File: config.mk
export PLATFORM = sky130hd
export DESIGN_NAME = stump_mem_arbiter
export DESIGN_NICKNAME = d
export VERILOG_FILES = /design/src/rtl/stump_mem_arbiter.sv
export SDC_FILE = /design/constraint.sdc
export NUM_CORES = 1
export LEC_CHECK = 0
export CAP_MARGIN = 20
export CORE_MARGIN = 5
export CORE_UTILIZATION = 41
export CTS_BUF_LIST = sky130_fd_sc_hd__clkbuf_4 sky130_fd_sc_hd__clkbuf_8
export CTS_CLUSTER_DIAMETER = 60
export DETAILED_ROUTE_END_ITERATION = 10
export HOLD_SLACK_MARGIN = 0.08
export PLACE_DENSITY = 0.83
export SYNTH_ARGS = -nofsm -noshare
export SYNTH_HDL_FRONTEND = slang
export SYNTH_SLANG_ARGS = --single-unit
File: constraint.sdc
create_clock -name clk -period 2.3 [get_ports clk]
set_clock_uncertainty 0.05 [all_clocks]
set_input_delay 0.23 -clock clk [delete_from_list [all_inputs] [get_ports clk]]
set_output_delay 0.23 -clock clk [all_outputs]
set_load 0.05 [all_outputs]
File: src/rtl/stump_mem_arbiter.sv
// ============================================================================
// Module  : stump_mem_arbiter
// Purpose : Shares the single Stump memory port between the CPU sequencer
//           (port 0) and a DMA/debug master (port 1). The winner's access is
//           registered onto the memory bus. The arbiter then waits for
//           mem_rdy_i, or gives up after TIMEOUT cycles, and returns a
//           one-cycle acknowledge carrying the read data or an error flag.
//           The CPU has fixed priority. After MAX_STARVE lost arbitrations in
//           a row, the DMA port wins the next contested grant.
// Ports   : clk, rst_n            - clock, async active-low reset
//           cpu_*_i / cpu_ack_o   - port 0 request/qualifiers and ack pulse
//           dma_*_i / dma_ack_o   - port 1 request/qualifiers and ack pulse
//           rdata_o, err_o        - response data / timeout flag (with an ack)
//           owner_o               - current or last granted port (1 = DMA)
//           mem_*_o / mem_*_i     - registered memory bus and its responses
// Revision: 1.0 - initial release
// ============================================================================
`default_nettype none

module stump_mem_arbiter #(
  parameter int TIMEOUT    = 15,
  parameter int MAX_STARVE = 3
) (
  input  logic        clk,
  input  logic        rst_n,
  input  logic        cpu_req_i,
  input  logic        cpu_we_i,
  input  logic [15:0] cpu_addr_i,
  input  logic [15:0] cpu_wdata_i,
  output logic        cpu_ack_o,
  input  logic        dma_req_i,
  input  logic        dma_we_i,
  input  logic [15:0] dma_addr_i,
  input  logic [15:0] dma_wdata_i,
  output logic        dma_ack_o,
  output logic [15:0] rdata_o,
  output logic        err_o,
  output logic        owner_o,
  output logic        mem_req_o,
  output logic        mem_we_o,
  output logic [15:0] mem_addr_o,
  output logic [15:0] mem_wdata_o,
  input  logic [15:0] mem_rdata_i,
  input  logic        mem_rdy_i
);

  localparam int WAIT_W   = (TIMEOUT    > 1) ? $clog2(TIMEOUT)        : 1;
  localparam int STARVE_W = $clog2(MAX_STARVE + 1);
  localparam logic [WAIT_W-1:0]   WAIT_LAST  = WAIT_W'(TIMEOUT - 1);
  localparam logic [STARVE_W-1:0] STARVE_MAX = STARVE_W'(MAX_STARVE);

  typedef enum logic [1:0] {
    IDLE   = 2'd0,
    ACCESS = 2'd1,
    RESP   = 2'd2
  } state_t;

  state_t              state_q,   state_d;
  logic [WAIT_W-1:0]   wait_q,    wait_d;
  logic [STARVE_W-1:0] starve_q,  starve_d;
  logic                cpu_ack_q, cpu_ack_d;
  logic                dma_ack_q, dma_ack_d;
  logic [15:0]         rdata_q,   rdata_d;
  logic                err_q,     err_d;
  logic                owner_q,   owner_d;
  logic                mem_req_q, mem_req_d;
  logic                mem_we_q,  mem_we_d;
  logic [15:0]         mem_addr_q,  mem_addr_d;
  logic [15:0]         mem_wdata_q, mem_wdata_d;

  logic grant_dma;

  // DMA wins when it is the only requester, or when the CPU has beaten it
  // MAX_STARVE times in a row.
  assign grant_dma = dma_req_i & (~cpu_req_i | (starve_q == STARVE_MAX));

  always_comb begin
    state_d     = state_q;
    wait_d      = wait_q;
    starve_d    = starve_q;
    cpu_ack_d   = cpu_ack_q;
    dma_ack_d   = dma_ack_q;
    rdata_d     = rdata_q;
    err_d       = err_q;
    owner_d     = owner_q;
    mem_req_d   = mem_req_q;
    mem_we_d    = mem_we_q;
    mem_addr_d  = mem_addr_q;
    mem_wdata_d = mem_wdata_q;

    case (state_q)
      IDLE: begin
        if (cpu_req_i || dma_req_i) begin
          owner_d     = grant_dma;
          mem_req_d   = 1'b1;
          mem_we_d    = grant_dma ? dma_we_i    : cpu_we_i;
          mem_addr_d  = grant_dma ? dma_addr_i  : cpu_addr_i;
          mem_wdata_d = grant_dma ? dma_wdata_i : cpu_wdata_i;
          wait_d      = '0;
          state_d     = ACCESS;
          if (grant_dma) begin
            starve_d = '0;
          end else if (dma_req_i && (starve_q != STARVE_MAX)) begin
            starve_d = starve_q + 1'b1;
          end
        end
      end

      ACCESS: begin
        // A ready in the last allowed cycle still counts as a normal
        // completion, so mem_rdy_i is tested ahead of the timeout.
        if (mem_rdy_i || (wait_q == WAIT_LAST)) begin
          state_d     = RESP;
          cpu_ack_d   = ~owner_q;
          dma_ack_d   = owner_q;
          err_d       = ~mem_rdy_i;
          rdata_d     = (mem_rdy_i && !mem_we_q) ? mem_rdata_i : 16'h0000;
          mem_req_d   = 1'b0;
          mem_we_d    = 1'b0;
          mem_addr_d  = 16'h0000;
          mem_wdata_d = 16'h0000;
        end else begin
          wait_d = wait_q + 1'b1;
        end
      end

      RESP: begin
        cpu_ack_d = 1'b0;
        dma_ack_d = 1'b0;
        rdata_d   = 16'h0000;
        err_d     = 1'b0;
        state_d   = IDLE;
      end

      default: begin
        state_d = IDLE;
      end
    endcase
  end

  always_ff @(posedge clk or negedge rst_n) begin
    if (!rst_n) begin
      state_q     <= IDLE;
      wait_q      <= '0;
      starve_q    <= '0;
      cpu_ack_q   <= 1'b0;
      dma_ack_q   <= 1'b0;
      rdata_q     <= 16'h0000;
      err_q       <= 1'b0;
      owner_q     <= 1'b0;
      mem_req_q   <= 1'b0;
      mem_we_q    <= 1'b0;
      mem_addr_q  <= 16'h0000;
      mem_wdata_q <= 16'h0000;
    end else begin
      state_q     <= state_d;
      wait_q      <= wait_d;
      starve_q    <= starve_d;
      cpu_ack_q   <= cpu_ack_d;
      dma_ack_q   <= dma_ack_d;
      rdata_q     <= rdata_d;
      err_q       <= err_d;
      owner_q     <= owner_d;
      mem_req_q   <= mem_req_d;
      mem_we_q    <= mem_we_d;
      mem_addr_q  <= mem_addr_d;
      mem_wdata_q <= mem_wdata_d;
    end
  end

  assign cpu_ack_o   = cpu_ack_q;
  assign dma_ack_o   = dma_ack_q;
  assign rdata_o     = rdata_q;
  assign err_o       = err_q;
  assign owner_o     = owner_q;
  assign mem_req_o   = mem_req_q;
  assign mem_we_o    = mem_we_q;
  assign mem_addr_o  = mem_addr_q;
  assign mem_wdata_o = mem_wdata_q;

endmodule

`default_nettype wire

==> impl_metrics.env <==
export IMPL_period_needed_ns=1.846
export IMPL_ir_drop_v=0.0008467
export IMPL_die_area_um2=8329
export IMPL_r2r_slack_ns=0.55
export IMPL_cts_tree="built"
export IMPL_clkLatencyLatePin_ns=0.33
export IMPL_final_max_slew_viol_count=0
export IMPL_slew_limit_headroom=0.6321
export IMPL_gp_congestion=0.7869
export IMPL_layout_common_cells="clkdlybuf4s50_1, dfrtp_1, nand2_1"
export IMPL_first_global_vias=2481
export IMPL_crit_type="flip-flop to primary output"
export IMPL_rows=29
export IMPL_hold_path_class="primary input to async pin"
export IMPL_start_kind="flip-flop"
export IMPL_setup_ws_ns=0.4542
export IMPL_die_width_um=91.27
export IMPL_tightest_slew_ns=0.5519
export IMPL_rr_endpoint="rdata_o[8]"
export IMPL_antenna_found_initial=0
export IMPL_ff2ff_path_depth=6
export IMPL_clockBufferDepth=2
export IMPL_clk_pin_slew_worst_paths_ns=0.06
export IMPL_cp_slowest_cell="clkdlybuf4s50_1"
export IMPL_cpLargestDelayFamily="buffers and inverters"
export IMPL_cts_root_buf="clkbuf_8"
export IMPL_setup_viol=0
export IMPL_diodes=0
export IMPL_grt_pass1_wl_um=12280
export IMPL_coreArea_um2=6386
export IMPL_ys_warnings_count=0
export IMPL_p_per_area_nw_per_um2=1515
export IMPL_start_util=0.4240
export IMPL_place_hpwl_um=5657
export IMPL_max_cap_violations=0
export IMPL_post_route_cell_area_um2=4427
export IMPL_final_hold_violation_count=0
export IMPL_vias_per_cell=5.000
export IMPL_drt_pass1_iter_count=4
export IMPL_grt_max_degree=33
export IMPL_max_stage_delay_ns=0.83
export IMPL_post_cts_repair_setup_buffers=0
export IMPL_timing_fmax_mhz=541.8
export IMPL_path_buf_inv=1
export IMPL_fin_nets=473
export IMPL_grt_ovfl_total=0
export IMPL_fin_tns_setup_ns=0
export IMPL_ys_seq_area_frac=0.5730
export IMPL_final_common_cell="clkdlybuf4s50_1"
export IMPL_cp_arrival_ns=1.57
export IMPL_place_area_um2=4189
export IMPL_drc=0
export IMPL_gr_usage_all_layers=0.1836
export IMPL_rsz0062_at_grt="false"
export IMPL_io_buffers=140
export IMPL_post_drt_wl_per_cell_um=15.78
export IMPL_synthCells=238
export IMPL_fin_worst_hold_slack_ns=0.1863
export IMPL_area_growth_pct=63.49
export IMPL_num_vias=2325
export IMPL_p_leak_nw=2.055
export IMPL_syn_nets=328
export IMPL_crit_chain="clkdlybuf4s50_1"
export IMPL_required_ns=2.02
export IMPL_postSynthAreaPerCell_um2=11.38
export IMPL_layout_drive_gt1_share=0.09021
export IMPL_netlist_area_um2=2708
export IMPL_drt_wl_total_um=7338
export IMPL_antenna_left=0
export IMPL_numClockSinks=62
export IMPL_io_pins=141
export IMPL_synth_distinct_cells=32
export IMPL_fillCellCount=488
export IMPL_fp_dieH_um=91.27
export IMPL_cp_end_kind="primary output"
export IMPL_cts_buffers_inserted=9
export IMPL_fin_cells=465
export IMPL_synth_seq_cells=62
export IMPL_r2r_start="wait_q[0]"
export IMPL_drt_iter0_markers=67
export IMPL_place_ws_ns=0.3946
export IMPL_status="finished, final reports clean"
export IMPL_fin_crit_sh=0.8025
export IMPL_dp_cells=448
export IMPL_h_tree_depth=3
export IMPL_crit_fanout=3
export IMPL_startpoint="mem_we_o"
[worst max path at each step]
stage	end	slack [ns]	cells past startpoint
2_1_floorplan	rdata_o[0]	0.51	9
3_3_place_gp	mem_wdata_o[2]	0.45	5
3_5_place_dp	mem_wdata_o[9]	0.39	5
4_1_cts	mem_we_o	0.43	1
5_1_grt	mem_wdata_o[0]	0.36	6
6_report	mem_we_o	0.45	1
[through the flow]
stage	total power [mW]	utilization
global placement	5.607	0.6560
CTS	6.785	0.6932
finish	6.707	0.6932
detailed placement	5.684	0.6560
global route	7.076	0.6932
floorplan	4.322	-
[final cells by class]
type | instances | area (µm²) | share of cell area
Multi-Input combinational cell | 159 | 1069 | 0.2414
Clock inverter | 3 | 67.56 | 0.01526
Sequential cell | 62 | 1551 | 0.3505
Timing Repair Buffer | 148 | 1471 | 0.3324
Tap cell | 77 | 96.34 | 0.02176
Clock buffer | 13 | 160.2 | 0.03618
Inverter | 3 | 11.26 | 0.002544
[kinds of logic after synthesis]
| kind of cell | Yosys count | synth area share |
|---|---|---|
| flops | 62 | 0.5730 |
| compound gates | 63 | 0.1534 |
| mux | 34 | 0.1257 |
| simple gates | 59 | 0.09936 |
| fa+ha+maj | 3 | 0.01386 |
| buf+inv | 17 | 0.03465 |
[power breakdown]
group          switching [mW]  internal [mW]
Combinational            2.44           1.28
Sequential              0.315           1.60
Clock                   0.397          0.677
[cells in the mapped netlist, drive strengths merged]
| library cell | count | area, µm² |
|---|---|---|
| o21ai | 37 | 185.2 |
| nor3 | 2 | 10.01 |
| nand4b | 1 | 8.760 |
| a31o | 1 | 8.760 |
| nor3b | 1 | 12.51 |
| dfrtp | 62 | 1551 |
| o2bb2ai | 1 | 8.760 |
| o211ai | 1 | 7.510 |
| a311o | 1 | 11.26 |
| a21o | 2 | 15.01 |
| mux2i | 34 | 340.3 |
| a22o | 16 | 143.9 |
| ha | 3 | 37.54 |
| nand3 | 6 | 30.03 |
| or2 | 1 | 6.260 |
| nand2b | 2 | 15.02 |
| o31ai | 1 | 7.510 |
| inv | 3 | 11.26 |
| nor2 | 2 | 7.510 |
| a31oi | 1 | 6.260 |
| buf | 6 | 52.54 |
| or2b | 1 | 7.510 |
| and2 | 1 | 8.760 |
| a211o | 1 | 10.01 |
| a2111o | 1 | 11.26 |
| nor4b | 1 | 8.760 |
| nand2 | 41 | 153.9 |
| clkbuf | 8 | 30.03 |
[what timing repair did]
action                    CTS  global route
hold endpoints to repair   62             0
gates resized for setup     0             0
hold buffers                1             0
[metal layers]
metal,wire length (µm),track usage,share of wire
met2,3477,0.2957,0.47
met3,727,0.07851,0.099
met4,82,0.06724,0.011
met5,0,0,0
met1,3050,0.2190,0.42
[sequential cells by signal, indices dropped and copies added (netlist names), 2 cells and up]
| name | count |
|---|---|
| starve_q | 2 |
| mem_addr_o | 16 |
| state_q | 2 |
| mem_wdata_o | 16 |
| wait_q | 4 |
| rdata_o | 16 |
No activity file was read; power rests on OpenSTA's default activity.
